## src/rtl/neuron_integrator_pkg.sv

```systemverilog
// Shared definitions for the RANC neuron integrator.
//   state_t          : update-sequencer states (IDLE, INTEGRATE, LEAK, FIRE)
//   TYPE_WIDTH       : bits per axon type for the default 4-weight configuration
//   signed_max/min() : extreme values of a two's-complement number of a given width
package ranc_neuron_pkg;

    typedef enum logic [1:0] {
        IDLE,
        INTEGRATE,
        LEAK,
        FIRE
    } state_t;

    localparam int NUM_WEIGHTS_DEFAULT = 4;
    localparam int TYPE_WIDTH          = $clog2(NUM_WEIGHTS_DEFAULT);

    function automatic int signed_max(input int width);
        return (1 << (width - 1)) - 1;
    endfunction

    function automatic int signed_min(input int width);
        return -(1 << (width - 1));
    endfunction

endpackage

```

## src/rtl/neuron_integrator_if.sv

```systemverilog
// Bundle of the controller-facing signals of the neuron integrator.
//   master : upstream core controller (drives start and operands, reads results)
//   slave  : the integrator itself
// Operands: start, axon_spikes, synapses, axon_types, weights, potential_in,
//           leak, threshold, reset_potential.
// Results : busy, done, spike_out, potential_out.
interface neuron_integrator_if #(
    parameter int NUM_AXONS    = 256,
    parameter int NUM_WEIGHTS  = 4,
    parameter int DATA_WIDTH   = 9,
    parameter int WEIGHT_WIDTH = 9
);
    localparam int TYPE_W = $clog2(NUM_WEIGHTS);

    logic                                  start;
    logic        [NUM_AXONS-1:0]           axon_spikes;
    logic        [NUM_AXONS-1:0]           synapses;
    logic        [NUM_AXONS*TYPE_W-1:0]    axon_types;
    logic        [NUM_WEIGHTS*WEIGHT_WIDTH-1:0] weights;
    logic signed [DATA_WIDTH-1:0]          potential_in;
    logic signed [WEIGHT_WIDTH-1:0]        leak;
    logic signed [DATA_WIDTH-1:0]          threshold;
    logic signed [DATA_WIDTH-1:0]          reset_potential;
    logic                                  busy;
    logic                                  done;
    logic                                  spike_out;
    logic signed [DATA_WIDTH-1:0]          potential_out;

    modport master (
        output start, axon_spikes, synapses, axon_types, weights,
               potential_in, leak, threshold, reset_potential,
        input  busy, done, spike_out, potential_out
    );

    modport slave (
        input  start, axon_spikes, synapses, axon_types, weights,
               potential_in, leak, threshold, reset_potential,
        output busy, done, spike_out, potential_out
    );

endinterface

```

## src/rtl/neuron_integrator_saturating_accumulate.sv

```systemverilog
// Combinational signed saturating add: sum = clamp(acc + addend).
//   acc    : DATA_WIDTH signed running value
//   addend : WEIGHT_WIDTH signed increment (weight or leak)
//   sum    : DATA_WIDTH signed result, clamped to the representable range
module saturating_accumulate
    import ranc_neuron_pkg::*;
#(
    parameter int DATA_WIDTH   = 9,
    parameter int WEIGHT_WIDTH = 9
) (
    input  logic signed [DATA_WIDTH-1:0]   acc,
    input  logic signed [WEIGHT_WIDTH-1:0] addend,
    output logic signed [DATA_WIDTH-1:0]   sum
);
    localparam logic signed [DATA_WIDTH:0] MAX_EXT = (DATA_WIDTH+1)'(signed_max(DATA_WIDTH));
    localparam logic signed [DATA_WIDTH:0] MIN_EXT = (DATA_WIDTH+1)'(signed_min(DATA_WIDTH));

    logic signed [DATA_WIDTH:0] acc_ext;
    logic signed [DATA_WIDTH:0] addend_ext;
    logic signed [DATA_WIDTH:0] sum_ext;

    // One guard bit is enough: the sum of two DATA_WIDTH-range values
    // always fits in DATA_WIDTH+1 bits.
    assign acc_ext    = {acc[DATA_WIDTH-1], acc};
    assign addend_ext = {{(DATA_WIDTH-WEIGHT_WIDTH+1){addend[WEIGHT_WIDTH-1]}}, addend};
    assign sum_ext    = acc_ext + addend_ext;

    always_comb begin
        sum = sum_ext[DATA_WIDTH-1:0];
        if (sum_ext > MAX_EXT) begin
            sum = MAX_EXT[DATA_WIDTH-1:0];
        end else if (sum_ext < MIN_EXT) begin
            sum = MIN_EXT[DATA_WIDTH-1:0];
        end
    end

endmodule

```

## src/rtl/neuron_integrator.sv

```systemverilog
// Membrane-potential update engine for one neuron slot.
// On an accepted start, scans every axon (one per cycle), adds the typed
// weight of each active axon with saturation, adds the leak once, then
// compares against the threshold and produces spike/potential results.
//   clk : rising-edge clock
//   rst : synchronous active-low reset
//   bus : neuron_integrator_if.slave (operands in, busy/done/results out)
module neuron_integrator
    import ranc_neuron_pkg::*;
#(
    parameter int NUM_AXONS    = 256,
    parameter int NUM_WEIGHTS  = 4,
    parameter int DATA_WIDTH   = 9,
    parameter int WEIGHT_WIDTH = 9
) (
    input  logic                 clk,
    input  logic                 rst,
    neuron_integrator_if.slave   bus
);
    localparam int TYPE_W  = $clog2(NUM_WEIGHTS);
    localparam int INDEX_W = $clog2(NUM_AXONS);
    localparam logic [INDEX_W-1:0] LAST_INDEX = INDEX_W'(NUM_AXONS - 1);

    state_t                         state_reg;
    state_t                         state_next;
    logic                           accept;
    logic        [NUM_AXONS-1:0]    active_reg;
    logic        [INDEX_W-1:0]      index_reg;
    logic signed [DATA_WIDTH-1:0]   acc_reg;
    logic                           done_reg;
    logic                           spike_reg;
    logic signed [DATA_WIDTH-1:0]   potential_reg;

    // Unpacked views of the packed weight and type vectors.
    logic signed [WEIGHT_WIDTH-1:0] weight_array [NUM_WEIGHTS];
    logic        [TYPE_W-1:0]       type_array   [NUM_AXONS];

    for (genvar gi = 0; gi < NUM_WEIGHTS; gi++) begin : g_weights
        assign weight_array[gi] = bus.weights[gi*WEIGHT_WIDTH +: WEIGHT_WIDTH];
    end

    for (genvar gi = 0; gi < NUM_AXONS; gi++) begin : g_types
        assign type_array[gi] = bus.axon_types[gi*TYPE_W +: TYPE_W];
    end

    // Single adder shared between the per-axon weight and the leak step.
    logic signed [WEIGHT_WIDTH-1:0] addend;
    logic signed [DATA_WIDTH-1:0]   sum;

    assign addend = (state_reg == LEAK) ? bus.leak : weight_array[type_array[index_reg]];

    saturating_accumulate #(
        .DATA_WIDTH   (DATA_WIDTH),
        .WEIGHT_WIDTH (WEIGHT_WIDTH)
    ) u_sat_acc (
        .acc    (acc_reg),
        .addend (addend),
        .sum    (sum)
    );

    // State register.
    always_ff @(posedge clk) begin
        if (!rst) begin
            state_reg <= IDLE;
        end else begin
            state_reg <= state_next;
        end
    end

    // Next-state logic. A start seen during the done cycle is dropped so a
    // controller holding start high cannot retrigger on stale operands.
    always_comb begin
        state_next = state_reg;
        accept     = 1'b0;
        case (state_reg)
            IDLE: begin
                if (bus.start && !done_reg) begin
                    accept     = 1'b1;
                    state_next = INTEGRATE;
                end
            end
            INTEGRATE: begin
                if (index_reg == LAST_INDEX) begin
                    state_next = LEAK;
                end
            end
            LEAK:    state_next = FIRE;
            FIRE:    state_next = IDLE;
            default: state_next = IDLE;
        endcase
    end

    // Datapath.
    always_ff @(posedge clk) begin
        if (!rst) begin
            active_reg    <= '0;
            index_reg     <= '0;
            acc_reg       <= '0;
            done_reg      <= 1'b0;
            spike_reg     <= 1'b0;
            potential_reg <= '0;
        end else begin
            done_reg <= 1'b0;
            case (state_reg)
                IDLE: begin
                    if (accept) begin
                        // Spikes/synapses may change after acceptance, so the
                        // active mask is captured here.
                        active_reg <= bus.axon_spikes & bus.synapses;
                        acc_reg    <= bus.potential_in;
                        index_reg  <= '0;
                        spike_reg  <= 1'b0;
                    end
                end
                INTEGRATE: begin
                    if (active_reg[index_reg]) begin
                        acc_reg <= sum;
                    end
                    // Wraps to zero after the last axon.
                    index_reg <= index_reg + INDEX_W'(1);
                end
                LEAK: begin
                    acc_reg <= sum;
                end
                FIRE: begin
                    done_reg <= 1'b1;
                    if (acc_reg >= bus.threshold) begin
                        spike_reg     <= 1'b1;
                        potential_reg <= bus.reset_potential;
                    end else begin
                        spike_reg     <= 1'b0;
                        potential_reg <= acc_reg;
                    end
                end
                default: ;
            endcase
        end
    end

    assign bus.busy          = (state_reg != IDLE);
    assign bus.done          = done_reg;
    assign bus.spike_out     = spike_reg;
    assign bus.potential_out = potential_reg;

endmodule

```

## src/flat_wrapper.sv

```systemverilog
// flat-port wrapper written by rule: the top's interface ports become plain ports
module neuron_integrator_flat import ranc_neuron_pkg::*;
#(
    parameter int NUM_AXONS    = 256,
    parameter int NUM_WEIGHTS  = 4,
    parameter int DATA_WIDTH   = 9,
    parameter int WEIGHT_WIDTH = 9
)
  (clk, rst, bus_start, bus_axon_spikes, bus_synapses, bus_axon_types, bus_weights, bus_potential_in, bus_leak, bus_threshold, bus_reset_potential, bus_busy, bus_done, bus_spike_out, bus_potential_out);
  neuron_integrator_if #(.NUM_AXONS(NUM_AXONS), .NUM_WEIGHTS(NUM_WEIGHTS), .DATA_WIDTH(DATA_WIDTH), .WEIGHT_WIDTH(WEIGHT_WIDTH)) bus_i ();
  input  logic clk;
  input  logic rst;
  input wire logic [$bits(bus_i.start)-1:0] bus_start;
  input wire logic [$bits(bus_i.axon_spikes)-1:0] bus_axon_spikes;
  input wire logic [$bits(bus_i.synapses)-1:0] bus_synapses;
  input wire logic [$bits(bus_i.axon_types)-1:0] bus_axon_types;
  input wire logic [$bits(bus_i.weights)-1:0] bus_weights;
  input wire logic [$bits(bus_i.potential_in)-1:0] bus_potential_in;
  input wire logic [$bits(bus_i.leak)-1:0] bus_leak;
  input wire logic [$bits(bus_i.threshold)-1:0] bus_threshold;
  input wire logic [$bits(bus_i.reset_potential)-1:0] bus_reset_potential;
  output wire logic [$bits(bus_i.busy)-1:0] bus_busy;
  output wire logic [$bits(bus_i.done)-1:0] bus_done;
  output wire logic [$bits(bus_i.spike_out)-1:0] bus_spike_out;
  output wire logic [$bits(bus_i.potential_out)-1:0] bus_potential_out;
  assign bus_i.start = bus_start;
  assign bus_i.axon_spikes = bus_axon_spikes;
  assign bus_i.synapses = bus_synapses;
  assign bus_i.axon_types = bus_axon_types;
  assign bus_i.weights = bus_weights;
  assign bus_i.potential_in = bus_potential_in;
  assign bus_i.leak = bus_leak;
  assign bus_i.threshold = bus_threshold;
  assign bus_i.reset_potential = bus_reset_potential;
  assign bus_busy = bus_i.busy;
  assign bus_done = bus_i.done;
  assign bus_spike_out = bus_i.spike_out;
  assign bus_potential_out = bus_i.potential_out;
  neuron_integrator #(.NUM_AXONS(NUM_AXONS), .NUM_WEIGHTS(NUM_WEIGHTS), .DATA_WIDTH(DATA_WIDTH), .WEIGHT_WIDTH(WEIGHT_WIDTH)) u_core (.clk(clk), .rst(rst), .bus(bus_i));
endmodule
```

## config.mk

```make
export PLATFORM = sky130hd
export DESIGN_NAME = neuron_integrator_flat
export DESIGN_NICKNAME = d
export VERILOG_FILES = /design/src/rtl/neuron_integrator_pkg.sv /design/src/rtl/neuron_integrator_if.sv /design/src/rtl/neuron_integrator_saturating_accumulate.sv /design/src/rtl/neuron_integrator.sv /design/src/flat_wrapper.sv
export SDC_FILE = /design/constraint.sdc
export NUM_CORES = 1
export LEC_CHECK = 0
export ABC_AREA = 1
export CORE_AREA = 2 2 431 433
export CTS_CLUSTER_DIAMETER = 30
export DETAILED_ROUTE_END_ITERATION = 7
export DIE_AREA = 0 0 433 435
export DONT_BUFFER_PORTS = 1
export PLACE_DENSITY_LB_ADDON = 0.15
export SETUP_SLACK_MARGIN = 0.5
export SLEW_MARGIN = 40
export SYNTH_ARGS = -nofsm -noshare
export SYNTH_HDL_FRONTEND = slang
export SYNTH_SLANG_ARGS = --single-unit
```

## constraint.sdc

```tcl
create_clock -name clk -period 12.2 [get_ports clk]
set_clock_uncertainty 0.2 [all_clocks]
set_input_delay 3.66 -clock clk [delete_from_list [all_inputs] [get_ports clk]]
set_output_delay 3.66 -clock clk [all_outputs]
set_load 0.02 [all_outputs]
```

==> results.cfg <==
[layout]
mostFrequentLayoutCells = nand2_1 (965), nand3_1 (541), a21oi_1 (397), dfxtp_1 (281), inv_1 (232)
design_area_um2 = 25700
fin_nets = 4292
fillerInstances = 21600
drive_above_1_share = 0.0747
largest_register_ffs = 256
final_common_cell = nand2_1
area.growth.synth_to_final_pct = 29.0

[clock_tree]
clkSinkCount = 286
clk_latency_ns = 0.74
cts_tree = yes
path_clk_slew_ns = 0.04
ctsRootBufferMaster = clkbuf_16
htree_levels = 3
clock_path_buffers = 3
hold_buffers = 0
cts_buffers = 106
post_cts_resized = 0
cts_setup_buffers = 0

[global_routing]
grt_max_degree = 150
grt_pass1_vias = 22300
overflow = 0
grt_pass1_wl_mm = 203
antenna_found_initial = 106
grt.total_usage = 0.159

[power]
p_int_mw = 3.54
power.net_switching_mw = 2.43
pwr_density_cell_nw_per_um2 = 233
clkPwrFrac = 0.433
peakVddDrop_uv = 145
switching_share = 0.407
combPwrFrac = 0.360
p_seq_frac = 0.207
power_leakage_nw = 9.65

[worst_setup_path]
critPathCaptureType = register
arrival_ns = 8.11
cp_slowest_cell = fa_1
path_common_cell = nand2_1
critPathMaxFanout = 19
cpLargestDelayFamily = simple AND/OR/NAND/NOR gates
crit_buf_inv = 3
required_ns = 12.64
cp-start-kind = input pin
slowest_delay_ns = 0.42
worst-setup-path-type = in -> reg

[yosys]
yosysSeqAreaShare = 0.287
ys.flop_type = dfxtp_1
syn-cell-area_um2 = 19900
async_flop_share = 0
synth_nets = 4393
synth_cell_types = 40
synth_cells = 3269
synth_edf_count = 0
synth_warnings = 0
synth_seq_cells = 286
syn_avg_cell_area_um2 = 6.09

[placement]
placed_area_um2 = 22100
gp_congestion = 1.02
place_hpwl_mm = 122
portBuffers = 0

[detailed_routing]
antenna_left = 0
remaining_drc_errors = 0
wl_per_cell_um = 27.2
num_vias = 22900
wl_mm = 156
drt_iter0_markers = 1643
dr.pass1.iters = 5
viasPerCell = 3.99

[worst_hold_path]
hold_path_class = reg -> reg

[die]
initial_core_util = 0.108
core_area_um2 = 184000
die-height_um = 435
die-width_um = 433
rows = 158
dieArea_um2 = 188000
io_pins = 1111

[sta]
period_minus_slack_ns = 7.67
max_freq_mhz = 130
rsz0062_at_grt = no
worst_pin_slew_ns = 0.969
hold_viol = 0
finalSetupViolations = 0
tns_ns = 0
finalCritPeriodShare = 0.629
maxSlewViolCount = 0
slew_headroom = 0.354

[status]
status = finished clean

[run]
cap_violations = 0
per-layer routing:
layer | vias to the layer above | wire length (um) | GRT usage
met5 | - | 673 | 0
met4 | 102 | 2750 | 0.0279
met3 | 294 | 12300 | 0.0538
met2 | 916 | 75600 | 0.271
met1 | 10800 | 64800 | 0.193
li1 | 10800 | - | -
power by group through the flow:
| stage | logic [mW] | registers [mW] | clock network [mW] |
|---|---|---|---|
| 3_3_place_gp | 2.19 | 1.26 | 0 |
| 5_1_grt | 2.43 | 1.26 | 2.71 |
| 3_5_place_dp | 2.19 | 1.26 | 0 |
| 4_1_cts | 2.20 | 1.24 | 2.66 |
| 6_report | 2.15 | 1.24 | 2.59 |
| 2_1_floorplan | 1.58 | 1.20 | 0 |
path summary, 6_finish.rpt:
kind                                                     startpoint                                  end  slack [ns]  cells past startpoint
worst min register to register  u_core.active_reg[127]$_SDFFE_PN0P_  u_core.active_reg[127]$_SDFFE_PN0P_        0.25                      2
worst max-delay path                            bus_axon_types[112]       u_core.acc_reg[4]$_SDFFE_PN0P_        4.53                     29
worst min-delay path            u_core.active_reg[127]$_SDFFE_PN0P_  u_core.active_reg[127]$_SDFFE_PN0P_        0.25                      2
worst max register to register     u_core.index_reg[0]$_SDFFE_PN0P_       u_core.acc_reg[4]$_SDFFE_PN0P_        5.52                     31
cells in the mapped netlist, types with 25 or more instances:
| cell | n | area share |
|---|---|---|
| a21oi_1 | 397 | 0.10 |
| clkbuf_1 | 104 | 0.020 |
| buf_2 | 72 | 0.018 |
| buf_4 | 35 | 0.013 |
| nor2_1 | 160 | 0.030 |
| nand3_1 | 541 | 0.14 |
| nand2_1 | 966 | 0.18 |
| a211oi_1 | 132 | 0.050 |
| inv_1 | 236 | 0.044 |
| o21ai_1 | 25 | 0.0063 |
| dfxtp_1 | 286 | 0.29 |
| o211ai_1 | 61 | 0.023 |
| o21ai_0 | 127 | 0.032 |
| buf_6 | 33 | 0.019 |
worst reg2reg max path, delay by kind of cell (launching register included):
family / cells / cell delay, ns
AND/OR/NAND/NOR: 20 / 2.87
XOR/XNOR: 1 / 0.18
flip-flops: 1 / 0.67
buffers and inverters: 5 / 1.29
adder cells (fa/ha/maj): 2 / 0.58
AO/OA/AOI/OAI: 3 / 0.81
through the flow:
step | power [mW] | utilization | std cells | setup WS [ns] | hold slack (ns)
final | 5.98 | 0.140 | 5740 | 4.53 | 0.251
after global routing | 6.40 | 0.139 | 5735 | 4.11 | 0.272
after CTS | 6.10 | 0.139 | 5732 | 4.39 | 0.250
after detailed placement | 3.45 | 0.120 | 5538 | 3.62 | 0.241
after global placement | 3.45 | 0.120 | 5537 | 3.57 | 0.243
after floorplan | 2.78 | - | 3269 | 5.18 | 0.227
final cells by class:
cell class | instances | area, um2 | share of cell area
clock buffer | 164 | 3160 | 0.123
inverter | 246 | 970 | 0.0378
sequential | 286 | 5740 | 0.223
timing repair buffer | 43 | 487 | 0.0189
clock inverter | 30 | 365 | 0.0142
antenna | 6 | 15.0 | 0.000585
multi-input combinational | 2485 | 11800 | 0.461
tap | 2480 | 3100 | 0.121
logic make-up (layout without fill, tap and decap cells):
family	count (synthesis)	after routing	synth area share
DFF	286	286	0.287
xor gates and xnor gates	7	7	0.00308
AOI/OAI and AO/OA	752	752	0.214
buffers and inverters	498	483	0.118
adders and majority gates	25	25	0.0161
and+or+nand+nor	1701	1701	0.361
other	0	6	0
(Power assumes the default switching activity.)
